**config.mk**
```make
export PLATFORM = sky130hd
export DESIGN_NAME = imem_loader
export DESIGN_NICKNAME = d
export VERILOG_FILES = /design/src/rtl/imem_loader_pkg.sv /design/src/rtl/imem_loader_byte_packer.sv /design/src/rtl/imem_loader.sv
export SDC_FILE = /design/constraint.sdc
export NUM_CORES = 1
export LEC_CHECK = 0
export CAP_MARGIN = 20
export CORE_AREA = 2 2 79 137
export CTS_CLUSTER_DIAMETER = 40
export DETAILED_ROUTE_END_ITERATION = 8
export DIE_AREA = 0 0 81 139
export PLACE_DENSITY = 0.55
export SYNTH_ARGS = -nofsm -noshare
export SYNTH_HDL_FRONTEND = slang
export SYNTH_SLANG_ARGS = --single-unit
```
**constraint.sdc**
```tcl
create_clock -name clock -period 3.3 [get_ports clock]
set_input_delay 0.33 -clock clock [delete_from_list [all_inputs] [get_ports clock]]
set_output_delay 0.33 -clock clock [all_outputs]
set_load 0.1 [all_outputs]
```
**src/rtl/imem_loader_pkg.sv**
```systemverilog
// imem_loader_pkg: shared types and constants for the instruction-memory loader.
//   state_t         loader FSM state encoding (also exported for debug)
//   IMEM_DEPTH      default instruction memory depth in 32-bit words
//   IMEM_ADDR_W     default word-address width, log2(IMEM_DEPTH)
//   BYTES_PER_WORD  stream bytes packed into one memory word
package imem_loader_pkg;

  localparam int IMEM_DEPTH     = 8192;
  localparam int IMEM_ADDR_W    = 13;
  localparam int BYTES_PER_WORD = 4;

  typedef enum logic [1:0] {
    S_IDLE     = 2'd0,
    S_ASSEMBLE = 2'd1,
    S_WRITE    = 2'd2,
    S_DONE     = 2'd3
  } state_t;

endpackage

```
**src/rtl/imem_loader_byte_packer.sv**
```systemverilog
// byte_packer: collects stream bytes into a big-endian 32-bit word.
// The first byte of a word ends up in [31:24], the fourth in [7:0].
// Ports:
//   clock, reset  clock and asynchronous active-high reset
//   clear         discard any partial word (takes priority over load)
//   load          accept din this cycle
//   din           stream byte
//   word          packed word (registered)
//   word_full     combinational: this load completes a word
module byte_packer
  import imem_loader_pkg::*;
(
  input  logic        clock,
  input  logic        reset,
  input  logic        clear,
  input  logic        load,
  input  logic [7:0]  din,
  output logic [31:0] word,
  output logic        word_full
);

  logic [1:0] count;

  // The counter wraps naturally after the last byte of a word, so no
  // explicit clear is needed between consecutive words.
  assign word_full = load && (count == 2'(BYTES_PER_WORD - 1));

  always_ff @(posedge clock or posedge reset) begin
    if (reset) begin
      word  <= '0;
      count <= '0;
    end else if (clear) begin
      word  <= '0;
      count <= '0;
    end else if (load) begin
      word  <= {word[23:0], din};
      count <= count + 2'd1;
    end
  end

endmodule

```
**src/rtl/imem_loader.sv**
```systemverilog
// imem_loader: write side of the single-cycle MIPS instruction memory.
// Takes a byte stream over a valid/ready handshake, packs big-endian words
// and writes them to word addresses 0..word_count-1. cpu_hold keeps the CPU
// in reset until the load has finished.
//
// Handshake: a byte transfers on a rising clock edge where byte_valid and
// byte_ready are both high; byte_ready depends on the registered state only,
// never on byte_valid, and the source may hold byte_valid/byte_data as long
// as it likes.
//
// Ports:
//   clock, reset    clock, asynchronous active-high reset
//   start           begin a load (honoured only in IDLE or DONE)
//   word_count      number of program words, latched on an accepted start
//   byte_valid/byte_data/byte_ready   byte stream handshake
//   mem_we/mem_addr/mem_wdata         instruction memory write port
//   busy, done, error, cpu_hold       status
//   dbg_state       current FSM state, for observation only
//
// Optional feature: define IMEM_LOADER_CHECKSUM_EN to require a 4-byte
// trailer after the data words equal to the mod-2^32 sum of the data words;
// a mismatch sets error (done still asserts).
module imem_loader
  import imem_loader_pkg::*;
#(
  parameter int DEPTH  = IMEM_DEPTH,
  parameter int ADDR_W = IMEM_ADDR_W
) (
  input  logic              clock,
  input  logic              reset,
  input  logic              start,
  input  logic [ADDR_W:0]   word_count,
  input  logic              byte_valid,
  input  logic [7:0]        byte_data,
  output logic              byte_ready,
  output logic              mem_we,
  output logic [ADDR_W-1:0] mem_addr,
  output logic [31:0]       mem_wdata,
  output logic              busy,
  output logic              done,
  output logic              error,
  output logic              cpu_hold,
  output state_t            dbg_state
);

  state_t       state, state_next;
  logic [ADDR_W:0] index, wc;
  logic         start_ok, accept, last_word, overflow, trailer_bad;
  logic [31:0]  packed_word;
  logic         word_full;

  assign start_ok  = start && ((state == S_IDLE) || (state == S_DONE));
  assign accept    = byte_valid && byte_ready;
  assign overflow  = word_count > (ADDR_W + 1)'(DEPTH);
  assign last_word = (index == (wc - (ADDR_W + 1)'(1)));

`ifdef IMEM_LOADER_CHECKSUM_EN
  logic        trailer;
  logic [31:0] sum;
  // The trailer is compared including the byte completing it this cycle.
  assign trailer_bad = trailer && word_full && ({packed_word[23:0], byte_data} != sum);
`else
  assign trailer_bad = 1'b0;
`endif

  byte_packer u_packer (
    .clock     (clock),
    .reset     (reset),
    .clear     (start_ok),
    .load      (accept),
    .din       (byte_data),
    .word      (packed_word),
    .word_full (word_full)
  );

  always_ff @(posedge clock or posedge reset) begin
    if (reset) state <= S_IDLE;
    else       state <= state_next;
  end

  always_comb begin
    state_next = state;
    case (state)
      S_IDLE, S_DONE: begin
        if (start) begin
          if (overflow) begin
            state_next = S_DONE;
          end else if (word_count == '0) begin
`ifdef IMEM_LOADER_CHECKSUM_EN
            state_next = S_ASSEMBLE;  // still expects an all-zero trailer
`else
            state_next = S_DONE;
`endif
          end else begin
            state_next = S_ASSEMBLE;
          end
        end
      end
      S_ASSEMBLE: begin
        if (word_full) begin
`ifdef IMEM_LOADER_CHECKSUM_EN
          state_next = trailer ? S_DONE : S_WRITE;
`else
          state_next = S_WRITE;
`endif
        end
      end
      S_WRITE: begin
        if (last_word) begin
`ifdef IMEM_LOADER_CHECKSUM_EN
          state_next = S_ASSEMBLE;
`else
          state_next = S_DONE;
`endif
        end else begin
          state_next = S_ASSEMBLE;
        end
      end
      default: state_next = S_IDLE;
    endcase
  end

  // Outputs decoded from registered state and registers only.
  always_comb begin
    byte_ready = (state == S_ASSEMBLE);
    mem_we     = (state == S_WRITE);
    busy       = (state == S_ASSEMBLE) || (state == S_WRITE);
    done       = (state == S_DONE);
    cpu_hold   = (state != S_DONE);
    mem_addr   = index[ADDR_W-1:0];
    mem_wdata  = packed_word;
    dbg_state  = state;
  end

  always_ff @(posedge clock or posedge reset) begin
    if (reset) begin
      index <= '0;
      wc    <= '0;
      error <= 1'b0;
    end else begin
      if (start_ok) begin
        index <= '0;
        wc    <= word_count;
        error <= overflow;
      end else begin
        if ((state == S_WRITE) && !last_word) index <= index + (ADDR_W + 1)'(1);
        if (trailer_bad) error <= 1'b1;
      end
    end
  end

`ifdef IMEM_LOADER_CHECKSUM_EN
  always_ff @(posedge clock or posedge reset) begin
    if (reset) begin
      trailer <= 1'b0;
      sum     <= '0;
    end else if (start_ok) begin
      trailer <= (word_count == '0);
      sum     <= '0;
    end else if (state == S_WRITE) begin
      sum <= sum + packed_word;
      if (last_word) trailer <= 1'b1;
    end
  end
`endif

endmodule

```
==> results of run 1 <==
[routing by layer]
layer,wire [um],vias up
li1,-,1456
met1,3630,1421
met2,4880,63
met3,404,12
met4,138,0
met5,0,-
[through the flow]
step | total power [mW] | utilization | cells | hold slack [ns] | instance area (sq um)
floorplan | 3.29 | - | 398 | 0.435 | 3460
global placement | 3.86 | 0.416 | 572 | 0.473 | 4240
detailed placement | 3.91 | 0.419 | 573 | 0.477 | 4270
CTS | 4.79 | 0.446 | 589 | 0.489 | 4540
global route | 4.99 | 0.446 | 589 | 0.535 | 4540
finish | 4.75 | 0.446 | 589 | 0.476 | 4540
[power by group through the flow]
stage	Clock (mW)	Sequential (mW)	Combinational (mW)
CTS	0.886	1.28	2.62
detailed placement	0	1.30	2.61
global route	0.924	1.31	2.76
finish	0.870	1.28	2.60
global placement	0	1.29	2.57
floorplan	0	2.02	1.27
[final cells by class]
class | instances | area [sq um] | area share
multi-input combinational | 288 | 1610 | 0.355
inverter | 8 | 30.0 | 0.00662
timing repair buffer | 85 | 841 | 0.185
clock inverter | 7 | 47.5 | 0.0105
clock buffer | 9 | 225 | 0.0496
tap | 127 | 159 | 0.0350
sequential | 65 | 1630 | 0.358
[Yosys cell counts, types with 2 or more instances]
cell type,count
or4_1,7
buf_1,3
and2_1,3
a21oi_1,48
xnor2_1,13
mux2i_1,2
o21ai_0,5
clkbuf_1,16
or4b_1,2
o21ai_1,3
nor3b_1,2
o41ai_1,2
or3_1,5
nand2_1,122
buf_4,14
nor2b_1,2
a211oi_1,2
nor2_1,11
and3_1,2
inv_1,8
o31ai_1,9
buf_6,2
nor3_1,7
buf_2,2
ha_1,7
or2_2,2
xor2_1,4
nand3b_1,3
nand4_1,6
nor4_1,2
nand3_1,3
dfrtp_1,65
[flip-flops by register name, summed over array words and instances, names as in the netlist]
signal	count
u_packer.count	2
u_packer.word	32
index	14
error	1
wc	14
dbg_state	2
[kinds of logic after synthesis]
kind of cell,count (synthesis),synth area share
compound gates,77,0.130
xor+xnor,18,0.0499
fa+ha+maj,7,0.0253
buf+inv,45,0.0691
flops,65,0.470
mux,2,0.00579
simple gates,184,0.249
[worst reg2reg max path, cell delays in order, from the launching register on]
cell and delay (ns):
dfrtp_1 0.46, nor4_2 0.42, nand4_1 0.24, nor3b_1 0.21, o31ai_1 0.38, a2111oi_4 0.13, buf_4 0.24, or4_1 0.52
a21oi_1 0.18
[cell usage in the layout (no fill, tap or decap), drive strengths merged, types with 2 or more instances in the layout]
master	count
nor2b	2
o41ai	2
o31ai	9
or4	8
o21ai	8
buf	12
nor3	7
and2	3
or4b	3
or2	2
a211oi	2
nor2	11
nand3b	3
nor3b	2
nand3	3
xor2	4
nand2	122
clkdlybuf4s50	73
ha	7
nand4	6
xnor2	13
inv	8
clkinv	5
a21oi	48
or3	5
nor4	4
clkinvlp	2
mux2i	2
dfrtp	65
clkbuf	9
and3	2
[path summary, 6_finish.rpt]
check | from | to | slack (ns) | cells after the start
worst min register to register | error | error | 0.49 | 2
worst max-delay path | wc[5] | index[9] | 0.46 | 8
max in group asynchronous | reset | u_packer.word[2] | 2.10 | 3
worst min-delay path | reset | dbg_state[0] | 0.48 | 2
min in group clock | error | error | 0.49 | 2
worst max register to register | wc[5] | index[9] | 0.46 | 8
==> impl_metrics.tcl, run 1 <==
set metrics [dict create \
    synthDistinctLibCells 46 \
    drv_cap 0 \
    die_area_sq_um 11300 \
    ir_drop_mv 0.703 \
    fin_setup_tns_ns 0 \
    cp_top_family "simple AND/OR/NAND/NOR gates" \
    timing.fmax_mhz 352 \
    fin_crit_sh 0.860 \
    ys_seq_area_frac 0.470 \
    dr.pass1.iters 4 \
    grtUsageTotal 0.169 \
    ant_nets 0 \
    num-nets-final 490 \
    clockBufferDepth 2 \
    setup_violations 0 \
    ioPinCount 79 \
    die_height_um 139 \
    switchingPower_mw 2.53 \
    design.core.area_sq_um 10200 \
    vias_per_cell 5.01 \
    antenna-diode-count 0 \
    cts.hold.buffers_added 0 \
    cp-start-kind "flip-flop" \
    grt-busiest-layer "met2" \
    place_ws_ns 0.476 \
    overflow 0 \
    post_cts_resized 0 \
    clk_pin_slew_ns 0.06 \
    p_int_mw 2.22 \
    start_util 0.340 \
    cts_inserted_buffers 9 \
    use_met3 0.0410 \
    tightest_slew_ns 1.01 \
    grt_pass1_vias 2888 \
    grt_max_degree 40 \
    p_seq_frac 0.269 \
    hold_viol_final 0 \
    syn_area_sq_um 3460 \
    slew_viol_final 0 \
    worstPathCellList "nor4_2, nand4_1, nor3b_1, o31ai_1, a2111oi_4, buf_4, or4_1, a21oi_1" \
    layout-drive-gt1-share 0.0823 \
    nFillCells 1051 \
    synth_flop_cell "dfrtp_1" \
    relSlewSlack 0.322 \
    wirelength_um 9050 \
    antenna_found_initial 0 \
    insertion_delay_ns 0.33 \
    skew_ns 0.00612 \
    synth_edf_count 0 \
    crit_arrival_ns 3.09 \
    final.min_clock_period_ns 2.84 \
    synthCells 398 \
    setup_ws_ns 0.461 \
    rsz0062_at_grt "no" \
    routedWlPerCell_um 15.4 \
    drtIter0Drc 133 \
    p_leak_nw 1.86 \
    critPathMaxStageDelay_ns 0.51 \
    tritoncts "built" \
    crit_slowest_cell "or4_1" \
    syn_avg_cell_area_sq_um 8.69 \
    num_rows 49 \
    cts_htree_levels 3 \
    cts_root_buffer "clkbuf_16" \
    synth_nets 431 \
    numPortBuffers 78 \
    async_reset_ff_frac 1.00 \
    synth_seq_cells 65 \
    cp.required_ns 3.55 \
    p_comb_frac 0.547 \
    switching_share 0.533 \
    grt_use_met1 0.191 \
    die_w_um 81 \
    post-dp-hpwl_um 6430 \
    crit_buf_inv 1 \
    p_per_area_nw_per_um2 1050 \
    worstSetupPathType "reg -> reg" \
    yosysWarnings 0 \
    synth_top_area_frac 0.470 \
    area_growth_pct 31.2 \
    cts_sinks 65 \
    hp-class "in -> async" \
    use_met2 0.301 \
    vias 2952 \
    worstPathMaxFanout 29 \
    route.detailed.drc 0 \
    synth.area.top_cells "dfrtp_1, nand2_1, a21oi_1" \
    finalWeightedCongestion 0.844 \
    yosys.area.top_type "dfrtp_1" \
    endpoint_kind "flip-flop" \
    post_cts_buffers 0 \
    grt_pass1_wl_um 14600 \
    power_frac_clock 0.183 \
    status "finished, final reports clean" \
]
(Power assumes the default switching activity.)
==> inputs of run 2 (changes only) <==
--- a/config.mk
+++ b/config.mk
@@ -6,10 +6,10 @@
 export NUM_CORES = 1
 export LEC_CHECK = 0
 export CAP_MARGIN = 20
-export CORE_AREA = 2 2 79 137
+export CORE_AREA = 3 3 80 138
 export CTS_CLUSTER_DIAMETER = 40
 export DETAILED_ROUTE_END_ITERATION = 8
-export DIE_AREA = 0 0 81 139
+export DIE_AREA = 0 0 83 141
 export PLACE_DENSITY = 0.55
 export SYNTH_ARGS = -nofsm -noshare
 export SYNTH_HDL_FRONTEND = slang
==> run 2 against run 1 <==
Against the previous run:
- critical path depth unchanged
- register-to-register slack improved by 0.02 ns
- highest routed layer unchanged
- first-iteration DRC count decreased by 3.0%
==> impl_metrics.tcl, run 2 (same netlist as run 1, synthesis figures left out) <==
set metrics [dict create \
    r2r_start "wc[5]" \
    tritoncts "built" \
    fin_cells 586 \
    cts_inserted_buffers 9 \
    critPathMaxStageDelay_ns 0.51 \
    dr.pass1.iters 4 \
    p_comb_frac 0.532 \
    grt_pass1_wl_um 14900 \
    fin_crit_sh 0.854 \
    cp-start-kind "flip-flop" \
    route.detailed.drc 0 \
    grt_pass1_vias 2927 \
    top_register "u_packer.word" \
    antenna-diode-count 0 \
    largestRegisters "u_packer.word (32), index (14), wc (14)" \
    p_int_mw 2.37 \
    relSlewSlack 0.330 \
    post-dp-hpwl_um 6600 \
    antenna_found_initial 0 \
    grt_max_degree 35 \
    wirelength_um 9050 \
    layout-drive-gt1-share 0.0803 \
    ir_drop_mv 0.506 \
    endpoint_kind "flip-flop" \
    die_height_um 141 \
    r2r_end "index[7]" \
    clockBufferDepth 2 \
    p_seq_frac 0.261 \
    crit_arrival_ns 3.06 \
    nFillCells 1042 \
    fin_setup_tns_ns 0 \
    p_per_area_nw_per_um2 1070 \
    switchingPower_mw 2.51 \
    power_frac_clock 0.207 \
    reg2reg_setup_slack_ns 0.48 \
    cts_root_buffer "clkbuf_16" \
    place_inst 569 \
    vias 2966 \
    switching_share 0.514 \
    insertion_delay_ns 0.33 \
    rsz0062_at_grt "no" \
    post_cts_buffers 0 \
    vias_per_cell 5.06 \
    slew_viol_final 0 \
    tightest_slew_ns 1.00 \
    ioPinCount 79 \
    ant_nets 0 \
    cts.hold.buffers_added 0 \
    finalWeightedCongestion 0.831 \
    design.core.area_sq_um 9970 \
    setup_violations 0 \
    hold_viol_final 0 \
    crit_slowest_cell "or4_1" \
    die_w_um 83 \
    num_rows 48 \
    layout_commonest_cell "nand2_1" \
    largest_reg_flops 32 \
    worstSetupPathType "reg -> reg" \
    cts_sinks 65 \
    cts_htree_levels 3 \
    p_leak_nw 1.89 \
    multiInputGateArea_sq_um 1610 \
    final.min_clock_period_ns 2.82 \
    drv_cap 0 \
    worstPathCellList "nor4_2, nand4_1, nor3b_1, o31ai_1, a2111oi_4, buf_4, or4_1, a21oi_1" \
    numPortBuffers 78 \
    post_cts_resized 0 \
    area_growth_pct 32.7 \
    drtIter0Drc 129 \
    cp.required_ns 3.54 \
    routedWlPerCell_um 15.4 \
    reg2regPathDepth 8 \
    hp-class "in -> async" \
    worstPathMaxFanout 29 \
    timing.fmax_mhz 355 \
    clk_pin_slew_ns 0.05 \
    seqCellArea_sq_um 1630 \
    die_area_sq_um 11700 \
    layout_common_cells "nand2_1, clkdlybuf4s50_1, dfrtp_1" \
    overflow 0 \
    start_util 0.347 \
    grtUsageTotal 0.160 \
    num-nets-final 489 \
    skew_ns 0.00551 \
    status "finished, final reports clean" \
]
==> run 2: worst max-delay path by stage <==
stage | start | to | slack (ns) | depth (start not counted)
floorplan | dbg_state[1] | index[11] | 0.26 | 6
global route | wc[0] | index[11] | 0.30 | 10
finish | wc[5] | index[7] | 0.48 | 8
CTS | wc[5] | index[7] | 0.48 | 8
detailed placement | wc[5] | index[7] | 0.48 | 8
global placement | wc[5] | index[7] | 0.60 | 8
==> run 2: stage by stage <==
step	utilization	power [mW]	cell area [sq um]	hold WS, ns	setup WS (ns)
global placement	0.425	3.86	4240	0.464	0.596
CTS	0.457	4.93	4560	0.468	0.476
floorplan	-	3.29	3460	0.435	0.261
finish	0.460	4.89	4590	0.441	0.481
detailed placement	0.425	3.89	4240	0.465	0.484
global route	0.460	5.17	4590	0.499	0.303
==> run 2: critical path: cells and delay by family (launching register included) <==
family	cells	cell delay, ns
AOI/OAI and AO/OA	3	0.67
buffers and inverters	1	0.24
DFF	1	0.46
and+or+nand+nor	4	1.35
==> run 2: routing by layer <==
metal	vias up	GRT usage	part of all wire
met2	67	0.291	0.55
li1	1456	-	-
met3	10	0.0520	0.055
met5	-	0	0
met1	1433	0.171	0.38
met4	0	0.0543	0.016
==> run 2: area by class of cell <==
type	instances	share of cell area
timing repair buffer	84	0.184
tap	125	0.0341
multi-input combinational	288	0.351
sequential	65	0.355
clock buffer	9	0.0491
inverter	8	0.00654
clock inverter	7	0.0207
==> run 2: power groups by stage <==
stage               combinational (mW)  clock, mW  sequential [mW]
floorplan                         1.27          0             2.02
detailed placement                2.60          0             1.29
finish                            2.60       1.01             1.27
global route                      2.78       1.07             1.32
global placement                  2.58          0             1.28
CTS                               2.60       1.04             1.28
==> inputs of run 3 (changes only) <==
--- a/config.mk
+++ b/config.mk
@@ -6,10 +6,10 @@
 export NUM_CORES = 1
 export LEC_CHECK = 0
 export CAP_MARGIN = 20
-export CORE_AREA = 3 3 80 138
+export CORE_AREA = 2 2 79 137
 export CTS_CLUSTER_DIAMETER = 40
 export DETAILED_ROUTE_END_ITERATION = 8
-export DIE_AREA = 0 0 83 141
+export DIE_AREA = 0 0 81 139
 export PLACE_DENSITY = 0.55
 export SYNTH_ARGS = -nofsm -noshare
 export SYNTH_HDL_FRONTEND = slang
==> results of run 3 <==
The final DEF is identical to that of run 1; final timing and power are the same.
